**src/rtl/mysystem_mem_arb_pkg.sv**
```systemverilog
// ============================================================================
// Module      : mysystem_mem_arb_pkg
// Description : Shared types and default geometry for the on-chip memory
//               arbiter (port ids, response tag, memory dimensions).
// Revision    : 1.0 - initial release
// ============================================================================
`default_nettype none

package mysystem_mem_arb_pkg;

    localparam int MEM_DEPTH = 180000;
    localparam int MEM_AW    = 18;
    localparam int MEM_DW    = 16;

    typedef enum logic {
        PORT0 = 1'b0,
        PORT1 = 1'b1
    } port_id_e;

    typedef struct packed {
        logic     valid;
        port_id_e port;
        logic     is_read;
        logic     oor;
    } rsp_tag_t;

    localparam rsp_tag_t TAG_IDLE = '{valid: 1'b0, port: PORT0, is_read: 1'b0, oor: 1'b0};

    function automatic port_id_e other_port(input port_id_e p);
        return (p == PORT0) ? PORT1 : PORT0;
    endfunction

endpackage

`default_nettype wire

```
**src/rtl/mysystem_rr_arb2.sv**
```systemverilog
// ============================================================================
// Module      : mysystem_rr_arb2
// Description : Two-way round-robin grant logic; the grant is combinational
//               and the last-winner register biases the next contention.
// Revision    : 1.0 - initial release
// ============================================================================
`default_nettype none

module mysystem_rr_arb2
    import mysystem_mem_arb_pkg::*;
(
    input  logic       clk,
    input  logic       reset_n,
    input  logic [1:0] req_i,
    output logic [1:0] grant_o,
    output port_id_e   winner_o,
    output logic       any_grant_o
);

    port_id_e last_q;
    port_id_e last_d;

    always_comb begin
        winner_o    = PORT0;
        any_grant_o = 1'b0;
        grant_o     = 2'b00;
        last_d      = last_q;

        // Grants are held off while reset is asserted, even with requests up.
        if (reset_n) begin
            case (req_i)
                2'b01:   winner_o = PORT0;
                2'b10:   winner_o = PORT1;
                2'b11:   winner_o = other_port(last_q);
                default: winner_o = PORT0;
            endcase
            any_grant_o = |req_i;
        end

        if (any_grant_o) begin
            grant_o = (winner_o == PORT1) ? 2'b10 : 2'b01;
            last_d  = winner_o;
        end
    end

    always_ff @(posedge clk or negedge reset_n) begin
        if (!reset_n) begin
            last_q <= PORT1;
        end else begin
            last_q <= last_d;
        end
    end

endmodule

`default_nettype wire

```
**src/rtl/mysystem_onchip_mem_arbiter.sv**
```systemverilog
// ============================================================================
// Module      : mysystem_onchip_mem_arbiter
// Description : Round-robin sharing of a single-port on-chip memory between
//               two masters, with range checking and read-data routing.
// Revision    : 1.0 - initial release
// ============================================================================
`default_nettype none

module mysystem_onchip_mem_arbiter
    import mysystem_mem_arb_pkg::*;
#(
    parameter int DEPTH = MEM_DEPTH,
    parameter int AW    = MEM_AW,
    parameter int DW    = MEM_DW,
    parameter int BEW   = MEM_DW / 8
) (
    input  logic           clk,
    input  logic           reset_n,

    input  logic           p0_req,
    input  logic           p0_write,
    input  logic [AW-1:0]  p0_address,
    input  logic [BEW-1:0] p0_byteenable,
    input  logic [DW-1:0]  p0_writedata,
    output logic           p0_grant,
    output logic           p0_readdatavalid,
    output logic [DW-1:0]  p0_readdata,
    output logic           p0_err,

    input  logic           p1_req,
    input  logic           p1_write,
    input  logic [AW-1:0]  p1_address,
    input  logic [BEW-1:0] p1_byteenable,
    input  logic [DW-1:0]  p1_writedata,
    output logic           p1_grant,
    output logic           p1_readdatavalid,
    output logic [DW-1:0]  p1_readdata,
    output logic           p1_err,

    output logic [AW-1:0]  mem_address,
    output logic [BEW-1:0] mem_byteenable,
    output logic           mem_chipselect,
    output logic           mem_write,
    output logic [DW-1:0]  mem_writedata,
    output logic           mem_clken,
    input  logic [DW-1:0]  mem_readdata
);

    // One extra bit so DEPTH == 2**AW still compares correctly.
    localparam logic [AW:0] C_DEPTH = (AW + 1)'(DEPTH);

    logic [1:0]     w_req;
    logic [1:0]     w_grant;
    port_id_e       w_winner;
    logic           w_any;

    logic           w_sel_write;
    logic [AW-1:0]  w_sel_addr;
    logic [BEW-1:0] w_sel_be;
    logic [DW-1:0]  w_sel_wdata;
    logic           w_oor;

    logic           cs_q,    cs_d;
    logic           wr_q,    wr_d;
    logic [AW-1:0]  addr_q,  addr_d;
    logic [BEW-1:0] be_q,    be_d;
    logic [DW-1:0]  wdata_q, wdata_d;
    logic           clken_q;

    rsp_tag_t       tag1_q, tag1_d;
    rsp_tag_t       tag2_q;

    assign w_req = {p1_req, p0_req};

    mysystem_rr_arb2 u_arb (
        .clk         (clk),
        .reset_n     (reset_n),
        .req_i       (w_req),
        .grant_o     (w_grant),
        .winner_o    (w_winner),
        .any_grant_o (w_any)
    );

    assign p0_grant = w_grant[0];
    assign p1_grant = w_grant[1];

    always_comb begin
        if (w_winner == PORT1) begin
            w_sel_write = p1_write;
            w_sel_addr  = p1_address;
            w_sel_be    = p1_byteenable;
            w_sel_wdata = p1_writedata;
        end else begin
            w_sel_write = p0_write;
            w_sel_addr  = p0_address;
            w_sel_be    = p0_byteenable;
            w_sel_wdata = p0_writedata;
        end
    end

    assign w_oor = ({1'b0, w_sel_addr} >= C_DEPTH);

    // Address/data hold their last value on idle cycles to avoid needless toggling.
    always_comb begin
        cs_d    = w_any & ~w_oor;
        wr_d    = w_any & ~w_oor & w_sel_write;
        addr_d  = addr_q;
        be_d    = be_q;
        wdata_d = wdata_q;
        tag1_d  = TAG_IDLE;
        if (w_any) begin
            addr_d  = w_sel_addr;
            be_d    = w_sel_be;
            wdata_d = w_sel_wdata;
            tag1_d  = '{valid: 1'b1, port: w_winner, is_read: ~w_sel_write, oor: w_oor};
        end
    end

    always_ff @(posedge clk or negedge reset_n) begin
        if (!reset_n) begin
            cs_q    <= 1'b0;
            wr_q    <= 1'b0;
            addr_q  <= '0;
            be_q    <= '0;
            wdata_q <= '0;
            clken_q <= 1'b0;
            tag1_q  <= TAG_IDLE;
            tag2_q  <= TAG_IDLE;
        end else begin
            cs_q    <= cs_d;
            wr_q    <= wr_d;
            addr_q  <= addr_d;
            be_q    <= be_d;
            wdata_q <= wdata_d;
            clken_q <= 1'b1;
            tag1_q  <= tag1_d;
            tag2_q  <= tag1_q;
        end
    end

    assign mem_chipselect = cs_q;
    assign mem_write      = wr_q;
    assign mem_address    = addr_q;
    assign mem_byteenable = be_q;
    assign mem_writedata  = wdata_q;
    assign mem_clken      = clken_q;

    // Stage 2 lines up with the memory's registered read data.
    always_comb begin
        p0_readdatavalid = 1'b0;
        p0_readdata      = '0;
        p0_err           = 1'b0;
        p1_readdatavalid = 1'b0;
        p1_readdata      = '0;
        p1_err           = 1'b0;
        if (tag2_q.valid) begin
            if (tag2_q.port == PORT0) begin
                p0_readdatavalid = tag2_q.is_read;
                p0_err           = tag2_q.oor;
                if (tag2_q.is_read && !tag2_q.oor) begin
                    p0_readdata = mem_readdata;
                end
            end else begin
                p1_readdatavalid = tag2_q.is_read;
                p1_err           = tag2_q.oor;
                if (tag2_q.is_read && !tag2_q.oor) begin
                    p1_readdata = mem_readdata;
                end
            end
        end
    end

endmodule

`default_nettype wire

```
**config.mk**
```make
export PLATFORM = sky130hd
export DESIGN_NAME = mysystem_onchip_mem_arbiter
export DESIGN_NICKNAME = d
export VERILOG_FILES = /design/src/rtl/mysystem_mem_arb_pkg.sv /design/src/rtl/mysystem_rr_arb2.sv /design/src/rtl/mysystem_onchip_mem_arbiter.sv
export SDC_FILE = /design/constraint.sdc
export NUM_CORES = 1
export LEC_CHECK = 0
export ABC_AREA = 1
export CAP_MARGIN = 30
export CORE_ASPECT_RATIO = 1.25
export CORE_MARGIN = 10
export CORE_UTILIZATION = 35
export DETAILED_ROUTE_END_ITERATION = 8
export HOLD_SLACK_MARGIN = 0.15
export PLACE_DENSITY = 0.83
export SYNTH_ARGS = -nofsm -noshare
export SYNTH_HDL_FRONTEND = slang
export SYNTH_SLANG_ARGS = --single-unit
```
**constraint.sdc**
```tcl
create_clock -name clk -period 2.16 [get_ports clk]
set_input_delay 0.648 -clock clk [delete_from_list [all_inputs] [get_ports clk]]
set_output_delay 0.648 -clock clk [all_outputs]
set_load 0.005 [all_outputs]
```
---- Word level (Yosys, flattened, before mapping) ----
Index checks and enable logic that the tools add are counted.
cells by class
  $add $sub $neg .......................... 0
  shift operators ......................... 0
  multiplexer cells ....................... 24
  bitwise operators ....................... 4
  multipliers ............................. 0
  equality and inequality tests ........... 2
  order comparisons ....................... 1
  divide/modulo/power cells ............... 0
  reductions and logical operators ........ 3
operators by type and width
  cell                                                        number
  two-way mux 16 bit                                          6
  greater-or-equal comparator 18 bit (second input constant)  1
  two-way mux 18 bit                                          1
  two-way mux 1 bit                                           12
  two-way mux 2 bit                                           3
  equality test 2 bit (second input constant)                 2
  two-way mux 4 bit                                           1
  bitwise AND 1 bit                                           2
  inverter 1 bit                                              2
  case mux 1 bit (2 select lines)                             1
  OR reduction 2 bit                                          1
  logical AND 1 bit                                           1
  logical NOT 1 bit                                           1
word-level totals
  bits in latches ......................... 0
  register bits after elaboration ......... 48
  bits in read-only memories .............. 0
  output and inout bits ................... 77
  memories kept ........................... 0
  word-level logic and storage cells ...... 49
  memory bits (writable) .................. 0

---- Depth between registers and ports, before layout ----
  word-level depth ........................ 8
  mapped depth ............................ 12
  depth with buffers taken out ............ 11

---- Hierarchy ----
Synthesis repeated with hierarchy kept, for this count alone.
second synthesis, totals
  cell total of the unflattened synthesis .. 335
  area total of the unflattened synthesis .. 2448.6 um^2
by module, submodules not included
  module                       cells an instance  sequential area each (um^2)  instances  area an instance (um^2)
  mysystem_onchip_mem_arbiter  325                1176.1                       1          2377.3
  mysystem_rr_arb2             10                 26.3                         1          71.3

---- Worst setup path after synthesis ----
OpenSTA, ideal clock, no wires.
  kind .................................... in2out
  start ................................... input reset_n
  end ..................................... output p0_grant
  path buffers ............................ 1
  path slack .............................. 0.137 ns
  stages .................................. 5
  arrival ................................. 1.375 ns
  cell sequence ........................... nand2_4 > nand2_2 > clkinv_1 > clkbuf_1 > nor2_1
on the way
  cells in the longest elaborated chain, start to end .. 3
  elaborated cells between the ends (all ways) .. 4
  classes of those cells .................. 4 x mux
RTL lines
  item                   RTL line                           RTL
  from (decl)            mysystem_onchip_mem_arbiter.sv:18  input logic reset_n,
  two-way mux 1 bit      mysystem_rr_arb2.sv:30             if (reset_n) begin
  two-way mux 2 bit      mysystem_rr_arb2.sv:41             grant_o = (winner_o == PORT1) ? 2'b10 : 2'b01;
  two-way mux 2 bit (*)  mysystem_rr_arb2.sv:40             if (any_grant_o) begin
  to (decl)              mysystem_onchip_mem_arbiter.sv:25  output logic p0_grant,
Mark *: on every way between the ends. The rest lies on a longest branch, timed or not.

---- Final worst setup path ----
  start ................................... input mem_readdata[15]
  end ..................................... output p1_readdata[15]
on the way
  cells in the longest elaborated chain, start to end .. 3
RTL lines
  item                RTL line                            RTL
  from (decl)         mysystem_onchip_mem_arbiter.sv:46   input logic [DW-1:0] mem_readdata
  two-way mux 16 bit  mysystem_onchip_mem_arbiter.sv:166  if (tag2_q.is_read && !tag2_q.oor) begin
  two-way mux 16 bit  mysystem_onchip_mem_arbiter.sv:157  if (tag2_q.port == PORT0) begin
  two-way mux 16 bit  mysystem_onchip_mem_arbiter.sv:156  if (tag2_q.valid) begin
  to (decl)           mysystem_onchip_mem_arbiter.sv:37   output logic [DW-1:0] p1_readdata,
Every way passes these cells.

==> reports/metrics.yaml <==
finish:
  drive_gt1_frac: 0.1497
  syn_to_final_growth_pct: 72.22
  final_cells: 591
  nets: 595
  design_area_sq_um: 4267
  layout.area.seq_sq_um: 1202
  multi_input_area_sq_um: 1096
  n_antenna_cell: 0
  fill_cells: 632
route:
  routedWlPerCell_um: 15.66
  dr_total_vias: 2789
  vias_per_cell: 4.719
  drt_iter0_markers: 112
  wl_um: 9256
  drc_errors: 0
  postRouteAntennaNets: 0
  drt_first_pass_iters: 4
sta:
  slew_viol_final: 0
  final-setup-viol-count: 0
  hold_viol_final: 0
  fin_crit_ps: 2148
  period_share: 0.9946
  layout_setup_ws_ps: 11.73
  fmax_mhz: 465.5
  worst_pin_slew_ps: 616.5
  fin_setup_tns_ps: 0
  slew_headroom: 0.5890
  rsz0062_at_grt: "no"
  skew_ps: 7.817
global_routing:
  gr-usage-met1: 0.1565
  grt_busiest_layer: "met2"
  grt.total_usage: 0.1585
  antenna_found_initial: 0
  grt_pass1_vias: 2866
  met3_usage: 0.05709
  grt_pass1_wl_um: 13780
  use_met2: 0.2957
  grt_max_degree: 49
  grt_overflow_total: 0
floorplanning:
  dieArea_sq_um: 10860
  core.rowCount: 34
  dieHeight_um: 114.1
  start_util: 0.3573
  fp.coreArea_sq_um: 6934
  die_x_um: 95.25
  io_pins: 171
synthesis:
  ys_seq_area_frac: 0.4854
  synthArstFlopShare: 1.000
  synth_top_area_share: 0.4747
  synth.top_cells.by_area: "dfrtp_1, nand2_1, nor2_1"
  synth.lib_cells_used.distinct: 27
  syn_inst: 328
  synth_top_area_cell: "dfrtp_1"
  yosys_warnings: 0
  synth_seq_cells: 48
  avgSynthCellArea_sq_um: 7.553
  synth_flop_cell: "dfrtp_1"
  synth_edf_count: 0
  synth_area_sq_um: 2477
  syn_nets: 422
min_path:
  hold_depth: 0
  hold_start: "tag1_q[2]"
  min_to: "tag2_q[2]"
  min_path_type: "flop to flop"
pwr:
  vdd_ir_drop_max_v: 0.0003098
  cellLeakagePower_uw: 0.001963
  powerDensity_nw_per_um2: 548.8
critical_path:
  ff2ff_setup_slack_ps: 470
  reg2reg_to: "mem_chipselect"
  rr_startpoint: "u_arb.last_q"
  worstSetupStartpointType: "input pin"
  cp.arrival_ps: 1500
  r2r_cells: 10
  cp_cell_sequence: "clkdlybuf4s50_1, nand2_1, nor2_1, clkdlybuf4s15_1"
  worst_path_largest_cell_delay_ps: 450
  critPathCaptureType: "primary output"
  cp_max_fo: 2
  required_ps: 1510
  slowest_stage: "clkdlybuf4s50_1"
  critical_path_class: "input pin to primary output"
cts:
  cts_buffer_depth: 2
  cts_tree: "yes"
  insertion_delay_ps: 290
  cts_root_buffer: "clkbuf_8"
  clock-sinks: 48
  htree_levels: 2
  clkTransAtPathRegs_ps: 80
  cts_made_buffers: 5
placement:
  post-place-ws_ps: -476.4
  hpwl_um: 7342
  io_buffers: 170
  place_congestion: 0.8709
  dpl-instance-area_sq_um: 4292
  post-place-cells: 584
job:
  drv_cap: 0
status:
  status: "complete, no violations"
-- sequential cells by signal, indices dropped and copies added, names as in the netlist --
register	cells
mem_write	1
mem_address	18
mem_chipselect	1
tag1_q	4
mem_byteenable	2
tag2_q	4
mem_writedata	16
mem_clken	1
u_arb.last_q	1
-- through the flow --
stage / hold slack, ps / util / total power [uW]
after floorplan: 331.2 / - / 1358
after global placement: 332.5 / 0.6189 / 1859
after detailed placement: 336.4 / 0.6189 / 1883
after CTS: 355.5 / 0.6301 / 2389
after global routing: 362.5 / 0.6153 / 2483
final: 351.2 / 0.6153 / 2341
-- Yosys cell counts, drive strengths merged, types with 3 or more instances --
cell	n
a21oi	37
a31oi	7
buf	8
clkbuf	10
dfrtp	47
inv	20
nand2	98
nand3	3
nand3b	7
nor2	73
o21ai	14
-- per-layer routing --
metal  wire length [um]  up-vias
li1                   -     1369
met1               3560     1279
met2               4642      124
met3                855       17
met4                198        0
met5                  0        -
-- report_power, final --
part | switching (uW) | internal, uW | total [uW]
Sequential | 58.4 | 1020 | 1070
Clock | 279 | 221 | 500
Combinational | 324 | 443 | 767
-- area by class of cell --
type                       count  area share
multi-input combinational    241      0.2569
tap                           90     0.02639
clock buffer                   6     0.01701
sequential                    48      0.2818
timing repair buffer         184      0.3971
clock inverter                 1    0.001173
inverter                      21     0.01965
-- cell families (layout without fill, tap and decap cells) --
| kind of cell | Yosys count | in the layout | synth area share |
|---|---|---|---|
| AOI/OAI and AO/OA | 58 | 58 | 0.1237 |
| buffers and inverters | 39 | 212 | 0.07424 |
| DFF | 48 | 48 | 0.4854 |
| other | 1 | 1 | 0.001514 |
| and+or+nand+nor | 182 | 182 | 0.3152 |
-- timing repair --
action                     CTS  global route
hold buffers                 0             0
buffers inserted             1             0
setup endpoints to repair   37            34
resized for setup           72            37
cloned                       0             0
pin swaps                    2             5
-- worst max-delay path, delay by kind of cell --
kind | cells | cell delay [ps]
AND/OR/NAND/NOR | 2 | 190
buffers and inverters | 2 | 660
-- how the worst max path moves through the flow --
stage	start	end	slack, ps	cells past startpoint
after floorplan	reset_n	p0_grant	140	5
after global placement	p1_req	p0_grant	-480	6
after detailed placement	p1_req	p0_grant	-480	6
after CTS	mem_readdata[9]	p0_readdata[9]	1	4
after global routing	mem_readdata[6]	p0_readdata[6]	5	4
final	mem_readdata[15]	p1_readdata[15]	10	4
-- cell usage in the layout, fill, tap and decap left out, types with 3 or more instances in the layout --
master,count
clkdlybuf4s50_1,128
nand2_1,84
nor2_1,67
dfrtp_1,47
a21oi_1,36
clkbuf_2,20
inv_1,16
nand2_2,12
buf_4,12
o21ai_0,11
clkdlybuf4s15_1,8
nand3b_1,7
a31oi_1,7
nor2_2,5
clkbuf_8,5
buf_2,5
dlygate4sd2_1,4
inv_2,3
dlymetal6s2s_1,3
No activity file was read; power rests on OpenSTA's default activity.
